## src/rtl/norm_feeder_if.sv

```systemverilog
// Row and norm-side bundle for norm_feeder.
// master is the feeder, slave is its environment (upstream + norm unit).
interface norm_feeder_if #(
  parameter int DWIDTH      = 8,
  parameter int DESIGN_SIZE = 32,
  parameter int MASK_WIDTH  = 32
);
  logic                          row_valid;
  logic [DESIGN_SIZE*DWIDTH-1:0] row_data;
  logic                          row_ready;
  logic                          enable_norm;
  logic [DWIDTH-1:0]             mean;
  logic [DWIDTH-1:0]             inv_var;
  logic [MASK_WIDTH-1:0]         validity_mask;
  logic                          in_data_available;
  logic [DESIGN_SIZE*DWIDTH-1:0] inp_data;
  logic                          out_data_available;

  modport master (
    input  row_valid,
    input  row_data,
    input  out_data_available,
    output row_ready,
    output enable_norm,
    output mean,
    output inv_var,
    output validity_mask,
    output in_data_available,
    output inp_data
  );

  modport slave (
    output row_valid,
    output row_data,
    output out_data_available,
    input  row_ready,
    input  enable_norm,
    input  mean,
    input  inv_var,
    input  validity_mask,
    input  in_data_available,
    input  inp_data
  );
endinterface

```

## src/rtl/norm_feeder.sv

```systemverilog
// Buffers upstream rows and feeds them to a norm unit,
// bounding rows in flight and tracking a job of num_rows rows.
module norm_feeder #(
  parameter int DWIDTH          = 8,
  parameter int DESIGN_SIZE     = 32,
  parameter int MASK_WIDTH      = 32,
  parameter int FIFO_DEPTH      = 4,
  parameter int MAX_OUTSTANDING = 2
) (
  input  logic                  clk,
  input  logic                  reset,
  input  logic                  start,
  input  logic [7:0]            num_rows,
  input  logic [DWIDTH-1:0]     cfg_mean,
  input  logic [DWIDTH-1:0]     cfg_inv_var,
  input  logic [MASK_WIDTH-1:0] cfg_mask,
  norm_feeder_if.master         bus,
  output logic                  busy,
  output logic                  done,
  output logic                  err,
  output logic [7:0]            issued_count,
  output logic [7:0]            returned_count
);

  localparam int RW = DESIGN_SIZE * DWIDTH;
  localparam int PW = (FIFO_DEPTH > 1) ? $clog2(FIFO_DEPTH) : 1;
  localparam int OW = PW + 1;

  typedef enum logic [1:0] {IDLE, RUN, DRAIN, DONE} state_e;

  state_e state_q, state_d;

  logic [7:0]            num_rows_q;
  logic [7:0]            acc_q, acc_d;
  logic [7:0]            iss_q, iss_d;
  logic [7:0]            ret_q, ret_d;
  logic [PW-1:0]         wr_q, wr_d;
  logic [PW-1:0]         rd_q, rd_d;
  logic [OW-1:0]         occ_q, occ_d;
  logic [DWIDTH-1:0]     mean_q;
  logic [DWIDTH-1:0]     inv_q;
  logic [MASK_WIDTH-1:0] mask_q;
  logic [RW-1:0]         dat_q;
  logic                  ida_q;
  logic                  err_q;
  logic [RW-1:0]         mem [FIFO_DEPTH];

  logic       active, launch, rdy, push, pop;
  logic       ret_ok, ret_bad;
  logic [7:0] outst;

  assign active  = (state_q == RUN) || (state_q == DRAIN);
  assign launch  = (state_q == IDLE) && start;
  assign outst   = iss_q - ret_q;
  assign rdy     = (state_q == RUN) && (occ_q != OW'(FIFO_DEPTH))
                   && (acc_q < num_rows_q);
  assign push    = bus.row_valid && rdy;
  // Registered occupancy: a row written this cycle cannot pop until next.
  assign pop     = active && (occ_q != '0)
                   && (outst < 8'(MAX_OUTSTANDING));
  assign ret_ok  = bus.out_data_available && (state_q != IDLE)
                   && (outst != 8'd0);
  assign ret_bad = bus.out_data_available && !ret_ok;

  always_ff @(posedge clk or negedge reset) begin
    if (!reset) state_q <= IDLE;
    else        state_q <= state_d;
  end

  always_comb begin
    state_d = state_q;
    unique case (state_q)
      IDLE:    if (start) state_d = (num_rows == 8'd0) ? DONE : RUN;
      RUN:     if (acc_q == num_rows_q) state_d = DRAIN;
      DRAIN:   if (ret_q == num_rows_q) state_d = DONE;
      DONE:    state_d = IDLE;
      default: state_d = IDLE;
    endcase
  end

  always_comb begin
    acc_d = acc_q;
    iss_d = iss_q;
    ret_d = ret_q;
    wr_d  = wr_q;
    rd_d  = rd_q;
    occ_d = occ_q;
    if (launch) begin
      acc_d = '0;
      iss_d = '0;
      ret_d = '0;
      wr_d  = '0;
      rd_d  = '0;
      occ_d = '0;
    end else begin
      if (push) begin
        acc_d = acc_q + 8'd1;
        wr_d  = wr_q + PW'(1);
      end
      if (pop) begin
        iss_d = iss_q + 8'd1;
        rd_d  = rd_q + PW'(1);
      end
      if (ret_ok) ret_d = ret_q + 8'd1;
      occ_d = occ_q + OW'(push) - OW'(pop);
    end
  end

  always_ff @(posedge clk or negedge reset) begin
    if (!reset) begin
      num_rows_q <= '0;
      acc_q      <= '0;
      iss_q      <= '0;
      ret_q      <= '0;
      wr_q       <= '0;
      rd_q       <= '0;
      occ_q      <= '0;
      mean_q     <= '0;
      inv_q      <= '0;
      mask_q     <= '0;
      dat_q      <= '0;
      ida_q      <= 1'b0;
      err_q      <= 1'b0;
    end else begin
      acc_q <= acc_d;
      iss_q <= iss_d;
      ret_q <= ret_d;
      wr_q  <= wr_d;
      rd_q  <= rd_d;
      occ_q <= occ_d;
      ida_q <= pop;
      if (launch) begin
        num_rows_q <= num_rows;
        mean_q     <= cfg_mean;
        inv_q      <= cfg_inv_var;
        mask_q     <= cfg_mask;
      end
      if (pop)     dat_q <= mem[rd_q];
      if (ret_bad) err_q <= 1'b1;
    end
  end

  always_ff @(posedge clk) begin
    if (push) mem[wr_q] <= bus.row_data;
  end

  assign bus.row_ready         = rdy;
  assign bus.enable_norm       = active;
  assign bus.mean              = mean_q;
  assign bus.inv_var           = inv_q;
  assign bus.validity_mask     = mask_q;
  assign bus.in_data_available = ida_q;
  assign bus.inp_data          = dat_q;
  assign busy                  = active;
  assign done                  = (state_q == DONE);
  assign err                   = err_q;
  assign issued_count          = iss_q;
  assign returned_count        = ret_q;

endmodule

```

## src/flat_wrapper.sv

```systemverilog
// flat-port wrapper written by rule: the top's interface ports become plain ports
module norm_feeder_flat 
#(
  parameter int DWIDTH          = 8,
  parameter int DESIGN_SIZE     = 32,
  parameter int MASK_WIDTH      = 32,
  parameter int FIFO_DEPTH      = 4,
  parameter int MAX_OUTSTANDING = 2
)
  (clk, reset, start, num_rows, cfg_mean, cfg_inv_var, cfg_mask, busy, done, err, issued_count, returned_count, bus_row_valid, bus_row_data, bus_out_data_available, bus_row_ready, bus_enable_norm, bus_mean, bus_inv_var, bus_validity_mask, bus_in_data_available, bus_inp_data);
  norm_feeder_if #(.DWIDTH(DWIDTH), .DESIGN_SIZE(DESIGN_SIZE), .MASK_WIDTH(MASK_WIDTH)) bus_i ();
  input  logic clk;
  input  logic reset;
  input  logic start;
  input  logic [7:0] num_rows;
  input  logic [DWIDTH-1:0] cfg_mean;
  input  logic [DWIDTH-1:0] cfg_inv_var;
  input  logic [MASK_WIDTH-1:0] cfg_mask;
  output logic busy;
  output logic done;
  output logic err;
  output logic [7:0] issued_count;
  output logic [7:0] returned_count;
  input wire logic [$bits(bus_i.row_valid)-1:0] bus_row_valid;
  input wire logic [$bits(bus_i.row_data)-1:0] bus_row_data;
  input wire logic [$bits(bus_i.out_data_available)-1:0] bus_out_data_available;
  output wire logic [$bits(bus_i.row_ready)-1:0] bus_row_ready;
  output wire logic [$bits(bus_i.enable_norm)-1:0] bus_enable_norm;
  output wire logic [$bits(bus_i.mean)-1:0] bus_mean;
  output wire logic [$bits(bus_i.inv_var)-1:0] bus_inv_var;
  output wire logic [$bits(bus_i.validity_mask)-1:0] bus_validity_mask;
  output wire logic [$bits(bus_i.in_data_available)-1:0] bus_in_data_available;
  output wire logic [$bits(bus_i.inp_data)-1:0] bus_inp_data;
  assign bus_i.row_valid = bus_row_valid;
  assign bus_i.row_data = bus_row_data;
  assign bus_i.out_data_available = bus_out_data_available;
  assign bus_row_ready = bus_i.row_ready;
  assign bus_enable_norm = bus_i.enable_norm;
  assign bus_mean = bus_i.mean;
  assign bus_inv_var = bus_i.inv_var;
  assign bus_validity_mask = bus_i.validity_mask;
  assign bus_in_data_available = bus_i.in_data_available;
  assign bus_inp_data = bus_i.inp_data;
  norm_feeder #(.DWIDTH(DWIDTH), .DESIGN_SIZE(DESIGN_SIZE), .MASK_WIDTH(MASK_WIDTH), .FIFO_DEPTH(FIFO_DEPTH), .MAX_OUTSTANDING(MAX_OUTSTANDING)) u_core (.clk(clk), .reset(reset), .start(start), .num_rows(num_rows), .cfg_mean(cfg_mean), .cfg_inv_var(cfg_inv_var), .cfg_mask(cfg_mask), .bus(bus_i), .busy(busy), .done(done), .err(err), .issued_count(issued_count), .returned_count(returned_count));
endmodule
```

## config.mk

```make
export PLATFORM = sky130hd
export DESIGN_NAME = norm_feeder_flat
export DESIGN_NICKNAME = d
export VERILOG_FILES = /design/src/rtl/norm_feeder_if.sv /design/src/rtl/norm_feeder.sv /design/src/flat_wrapper.sv
export SDC_FILE = /design/constraint.sdc
export NUM_CORES = 1
export LEC_CHECK = 0
export CAP_MARGIN = 20
export CORE_MARGIN = 8
export CORE_UTILIZATION = 46
export CTS_CLUSTER_SIZE = 20
export DETAILED_ROUTE_END_ITERATION = 6
export PLACE_DENSITY = 0.74
export SYNTH_ARGS = -nofsm -noshare
export SYNTH_HDL_FRONTEND = slang
export SYNTH_SLANG_ARGS = --single-unit
```

## constraint.sdc

```tcl
create_clock -name clk -period 11.27 [get_ports clk]
set_input_delay 1.6905 -clock clk [delete_from_list [all_inputs] [get_ports clk]]
set_output_delay 1.6905 -clock clk [all_outputs]
set_load 0.1 [all_outputs]
```

==> results.txt, run 1 <==
Initial core utilization - 46.2%
# IOs - 643
Slew headroom - 21.4%
Critical Path RT - 9.58 ns
TritonCTS clock tree - built
WHS - 0.462 ns
CTS Buffer Depth - 3
Cell family with most CP delay - buffers and inverters
Fin cells - 5250
Worst Path Buf+Inv - 1
Total wire length - 119000 um
Antenna Nets Post-Route - 0
Ys async rst share - 25.3%
Worst min path class - flop to flop
Worst setup margin - 5.85 ns
VDD IR max - 0.156 mV
Routed via count - 27500
Outcome - finished, final reports clean
Final hold vios - 0
Synth Cell Area - 50900 um^2
Post-CTS sizing - 0
Num rows - 122
Unrepaired setup endpoints after global routing - no
Core Area - 110000 um^2
Main synth FF type - edfxtp_1
GP Congestion - 0.827
Post-synthesis sequential area ratio - 77.4%
Mapped Avg Cell Area - 17.3 um^2
Area Overhead vs Synth - 25.2%
CTS Buf Count - 142
F_max - 185 MHz
Setup crit start kind - flop
Lkg Pwr - 24.3 nW
Setup TNS - 0 ns
Syn nets - 3295
Synth Instances - 2947
Pin count of the biggest net entering global routing - 140
Worst-skew pair later-pin latency - 0.75 ns
EDFF count, synth - 1024
Power Dens Cells - 233 nW/um^2
Final instance area - 63800 um^2
Area contributors post-synth - edfxtp_1, dfrtp_1, mux4_2
Vias per inst - 5.24
First-pass GRT wire length - 177000 um
Dominant cell type by area after synthesis - edfxtp_1
Clock Pin Slew Worst Setup and Hold Paths - 0.06 ns
Routed len/inst - 22.7 um
DRC Markers - 0
Total gr overflow - 0
Seq pwr share - 45.6%
Clock group share of total power - 31.2%
Net switching power - 4.62 mW
Final worst path period share - 48.1%
Overall Power - 14.8 mW
Worst-margin pin slew - 1.18 ns
DIE AREA - 122000 um^2
Vias in the first global route - 28300
Post-DP HPWL - 73500 um
DRT iter0 DRCs - 1953
Clock skew - 0.0414 ns
Top cell type's share of synthesized area - 60.4%
Post-CTS setup repair buffer count - 0
Synth warnings - 0
P_int - 10.2 mW
Worst path arrival time - 3.73 ns
Final setup fails - 0
Setup CP Type - flop to output port
Cell Chain, Critical Path - ha_1 > a21oi_1 > nor2b_1 > o21ai_0 > nand4b_1 > nor2_1 > clkdlybuf4s50_1
Max-Cap Viols - 0
Count of pins over their slew limit - 0
Cell with the largest stage delay on the worst path - clkdlybuf4s50_1
Global-route usage over all layers - 19.1%
Placed Area - 59100 um^2
Max incr delay on CP - 1.23 ns
Core Util, Final - 57.9%
CP Max Fanout - 6
Yosys cell types - 46
Pre-CTS setup slack - 5.90 ns
Placed Instances - 4973
H-tree depth - 4
Die height - 349 um
Post-synthesis register bit count - 1371
Share of post-route cells with drive strength above 1 - 13.8%
DR pass1 iterations - 5
Chip width - 349 um
Clock Sink Count - 1371
Tmin final - 5.42 ns
Final nets - 3978
Initial antenna violation count - 29
Sw frac - 31.1%
Hold buffers post-CTS - 0
CP Capture Type - output port
PortBufs - 642
Clk root buf - clkbuf_16
Combinational power share - 23.2%
## path summary, 6_finish.rpt
kind,end,depth (start not counted),startpoint,slack [ns]
max,bus_row_ready,7,u_core.acc_q[5],5.85
min,u_core.bus.inp_data[5],2,u_core.bus.inp_data[5],0.46
max reg2reg,u_core.bus.inp_data[8],12,u_core.returned_count[0],6.60
min reg2reg,u_core.bus.inp_data[5],2,u_core.bus.inp_data[5],0.46
max in group asynchronous,u_core.bus.inp_data[34],3,reset,8.29
min in group asynchronous,u_core.bus.inp_data[136],1,reset,0.93
## tightest hold or removal path, stage by stage (launching register included)
cell and delay [ns]:
dfrtp_1 0.34, nand2_1 0.05, nand2_1 0.04
## logic make-up after synthesis
group | synth area share, %
and+or+nand+nor | 7.88
xor gates and xnor gates | 0.361
AOI/OAI and AO/OA | 0.877
muxes | 11.4
DFF | 77.4
adders and majority gates | 0.791
buffers and inverters | 1.30
## power by group through the flow
stage | Sequential, mW | Combinational (mW) | Clock [mW]
global route | 6.84 | 3.65 | 4.92
global placement | 6.82 | 3.48 | 0
floorplan | 7.95 | 1.47 | 0
detailed placement | 6.86 | 3.49 | 0
finish | 6.76 | 3.45 | 4.63
CTS | 6.77 | 3.50 | 4.73
## synthesized netlist by cell type (2+ instances only)
cell type,count
mux2i_1,3
nand4_1,11
a21o_1,2
nand2_1,944
mux4_2,256
a21oi_1,21
ha_1,29
nor4_1,7
or4_1,7
inv_1,31
nand2b_1,3
a31o_2,2
or3_1,5
clkbuf_1,108
dfrtp_1,347
a31oi_1,2
o211ai_1,4
nor3_1,4
buf_2,19
xnor2_1,9
xor2_1,12
and2_1,6
nor2_1,25
o21a_1,2
nor2b_1,4
o21ai_1,2
fa_1,2
edfxtp_1,1024
o31ai_1,9
nand3_1,5
buf_1,7
o21ai_0,21
## registers in the layout, indices dropped and copies added (netlist names)
register                      count
u_core.bus.mean                   8
u_core.mem                     1024
u_core.issued_count               8
u_core.bus.inv_var                8
u_core.bus.in_data_available      1
u_core.state_q                    2
u_core.returned_count             8
u_core.bus.inp_data             256
u_core.num_rows_q                 8
u_core.wr_q                       2
u_core.err                        1
u_core.occ_q                      3
u_core.rd_q                       2
u_core.acc_q                      8
u_core.bus.validity_mask         32
## layout make-up
class,instances,area [um^2]
Multi-Input combinational cell,1409,10900
Inverter,31,116
Antenna cell,13,32.5
Clock buffer,193,3840
Clock inverter,70,828
Timing Repair Buffer,675,6790
Tap cell,1488,1860
Fill cell,8208,46400
Sequential cell,1371,39400
## layout by cell type (no fill, tap or decap), drive strengths merged, types with 5 or more instances in the layout
cell type,count
a21oi,21
and2,6
buf,35
bufinv,11
clkbuf,193
clkdlybuf4s50,640
clkinv,49
clkinvlp,5
dfrtp,347
diode,13
edfxtp,1024
ha,29
inv,36
mux4,256
nand2,944
nand3,5
nand4,11
nor2,25
nor4,8
o211ai,5
o21ai,23
o31ai,9
or3,5
or4,8
xnor2,9
xor2,12
## metal layers
layer  GRT usage (%)  wire length [um]
met5               0               175
met4            5.49              2740
met3            5.94              9610
met2            31.7             58900
met1            24.4             47600
No activity file was read; power rests on OpenSTA's default activity.
==> run 2: changes to the inputs <==
==> constraint.sdc (replaced) <==
create_clock -name clk -period 5 [get_ports clk]
set_input_delay 0.75 -clock clk [delete_from_list [all_inputs] [get_ports clk]]
set_output_delay 0.75 -clock clk [all_outputs]
set_load 0.1 [all_outputs]
==> run 2 against run 1 <==
Net effect: total power increased by 130%; clock power increased by 130%; core utilization grew 0.51 points; largest cell class unchanged.
==> results.txt, run 2 (synthesis results as in run 1) <==
Outcome - finished, final reports clean (unchanged)
Seq pwr share - 45.2% (was 45.6%)
F_max - 245 MHz
Core Area - 110000 um^2 (unchanged)
Combinational power share - 23.5% (was 23.2%)
Global-route usage over all layers - 19.6% (was 19.1%)
Total wire length - 121000 um (was 119000 um)
Worst-skew pair later-pin latency - 0.73 ns (was 0.75 ns)
CTS Buf Count - 140 (was 142)
Post-CTS setup repair buffer count - 0 (unchanged)
Max reg flops - 1024 (unchanged)
Worst-margin pin slew - 1.17 ns (was 1.18 ns)
Final setup fails - 0 (unchanged)
Slew headroom - 21.9% (was 21.4%)
H-tree depth - 4 (unchanged)
Commonest non-fill, non-tap cell in the layout - edfxtp_1 (unchanged)
Max-Cap Viols - 0 (unchanged)
Share of post-route cells with drive strength above 1 - 14.6% (was 13.8%)
Vias per inst - 5.26 (was 5.24)
CP most frequent cell - or4_1
Sw frac - 30.6% (was 31.1%)
Clock skew - 0.0235 ns (was 0.0414 ns)
Routed via count - 27800 (was 27500)
Count of pins over their slew limit - 0 (unchanged)
Critical Path RT - 5.62 ns (was 9.58 ns)
Lkg Pwr - 24.6 nW (was 24.3 nW)
Worst min path class - input pin to async pin (was flop to flop)
Worst Path Buf+Inv - 1 (unchanged)
P_int - 23.4 mW (was 10.2 mW)
Largest register by flop count - u_core.mem (unchanged)
Vias in the first global route - 29200 (was 28300)
DIE AREA - 122000 um^2 (unchanged)
Initial core utilization - 46.2% (unchanged)
DRC Markers - 0 (unchanged)
Unrepaired setup endpoints after global routing - no (unchanged)
Chip width - 349 um (unchanged)
Net switching power - 10.3 mW (was 4.62 mW)
VDD IR max - 0.375 mV (was 0.156 mV)
CTS Buffer Depth - 3 (unchanged)
Most frequent cells in the layout - edfxtp_1, nand2_1, clkdlybuf4s50_1, dfrtp_1, mux4_2 (unchanged)
DRT iter0 DRCs - 1964 (was 1953)
Setup CP Type - flop to flop (was flop to output port)
Final nets - 4008 (was 3978)
Total gr overflow - 0 (unchanged)
Overall Power - 33.7 mW (was 14.8 mW)
# IOs - 643 (unchanged)
Area Overhead vs Synth - 26.3% (was 25.2%)
Cell family with most CP delay - simple AND/OR/NAND/NOR gates (was buffers and inverters)
Routed len/inst - 22.9 um (was 22.7 um)
GP Congestion - 0.898 (was 0.827)
Worst path arrival time - 4.70 ns (was 3.73 ns)
Cell with the largest stage delay on the worst path - or4_4 (was clkdlybuf4s50_1)
Final hold vios - 0 (unchanged)
Fill cells - 8101 (was 8208)
Final instance area - 64300 um^2 (was 63800 um^2)
TritonCTS clock tree - built (unchanged)
Die height - 349 um (unchanged)
Clock group share of total power - 31.3% (was 31.2%)
CP Max Fanout - 69 (was 6)
Clock Pin Slew Worst Setup and Hold Paths - 0.06 ns (about the same)
Core Util, Final - 58.4% (was 57.9%)
Antenna Nets Post-Route - 0 (unchanged)
Worst R2R End - u_core.issued_count[5] (was u_core.bus.inp_data[8])
Pin count of the biggest net entering global routing - 110 (was 140)
PortBufs - 642 (unchanged)
Clock Sink Count - 1371 (unchanged)
Setup crit start kind - flop (unchanged)
Clk root buf - clkbuf_16 (unchanged)
Initial antenna violation count - 31 (was 29)
Tmin final - 4.08 ns
Placed Area - 59500 um^2 (was 59100 um^2)
Cell Chain, Critical Path - ha_1 > inv_1 > fa_1 > a211oi_2 > nor2_1 > xor2_1 > or4_1 > or4_4 > or4_1 > a21oi_1 (was ha_1 > a21oi_1 > nor2b_1 > o21ai_0 > nand4b_1 > nor2_1 > clkdlybuf4s50_1)
Power Dens Cells - 524 nW/um^2 (was 233 nW/um^2)
DR pass1 iterations - 5 (unchanged)
Post-CTS sizing - 0 (unchanged)
FF-to-FF setup slack - 0.92 ns (was 6.60 ns)
CP Capture Type - flop (was output port)
First-pass GRT wire length - 182000 um (was 177000 um)
Post-DP HPWL - 77200 um (was 73500 um)
R2R depth - 10 (was 12)
Hold buffers post-CTS - 0 (unchanged)
RR Startpoint - u_core.returned_count[0] (unchanged)
Max incr delay on CP - 0.94 ns (was 1.23 ns)
Num rows - 122 (unchanged)
Final worst path period share - 81.5%
run 2: cell type report:
type	count	area, um^2	area share [%]
Clock inverter	56	721	1.12
Sequential cell	1371	39400	61.3
Timing Repair Buffer	707	7250	11.3
Tap cell	1488	1860	2.89
Antenna cell	17	42.5	0.0661
Clock buffer	204	4040	6.28
Inverter	31	116	0.181
Multi-Input combinational cell	1409	10900	16.9
run 2: routing by layer:
metal	GRT usage, %	vias up	routed length, um	part of all wire [%]
li1	-	12300	-	-
met1	24.6	14300	47800	40
met2	32.1	948	58800	49
met3	6.65	227	10700	8.8
met4	6.27	32	3400	2.8
met5	0	-	210	0.17
run 2: worst max-delay path by stage:
stage,startpoint,to,cells past startpoint
detailed placement,u_core.returned_count[0],u_core.issued_count[5],10
CTS,u_core.issued_count[0],u_core.issued_count[5],11
floorplan,u_core.acc_q[1],u_core.mem[0][0],8
finish,u_core.returned_count[0],u_core.issued_count[5],10
global route,u_core.returned_count[0],u_core.issued_count[6],10
global placement,u_core.issued_count[0],u_core.issued_count[7],11
run 2: power by group through the flow:
stage	clock [mW]	combinational (mW)	sequential [mW]
after floorplan	0	3.31	17.6
after global placement	0	7.92	15.3
after detailed placement	0	8.00	15.4
after CTS	10.8	8.03	15.2
after global routing	11.2	8.39	15.4
final	10.6	7.92	15.2
run 2: stage by stage:
stage | cells | setup WS [ns] | TNS [ns] | hold slack (ns)
after global placement | 5005 | 0.975 | 0 | 0.449
after detailed placement | 5006 | 0.928 | 0 | 0.454
after floorplan | 2947 | -0.478 | -489.27 | 0.454
final | 5283 | 0.924 | 0 | 0.0228
after CTS | 5266 | 0.920 | 0 | 0.00759
after global routing | 5272 | 0.717 | 0 | 0.0459
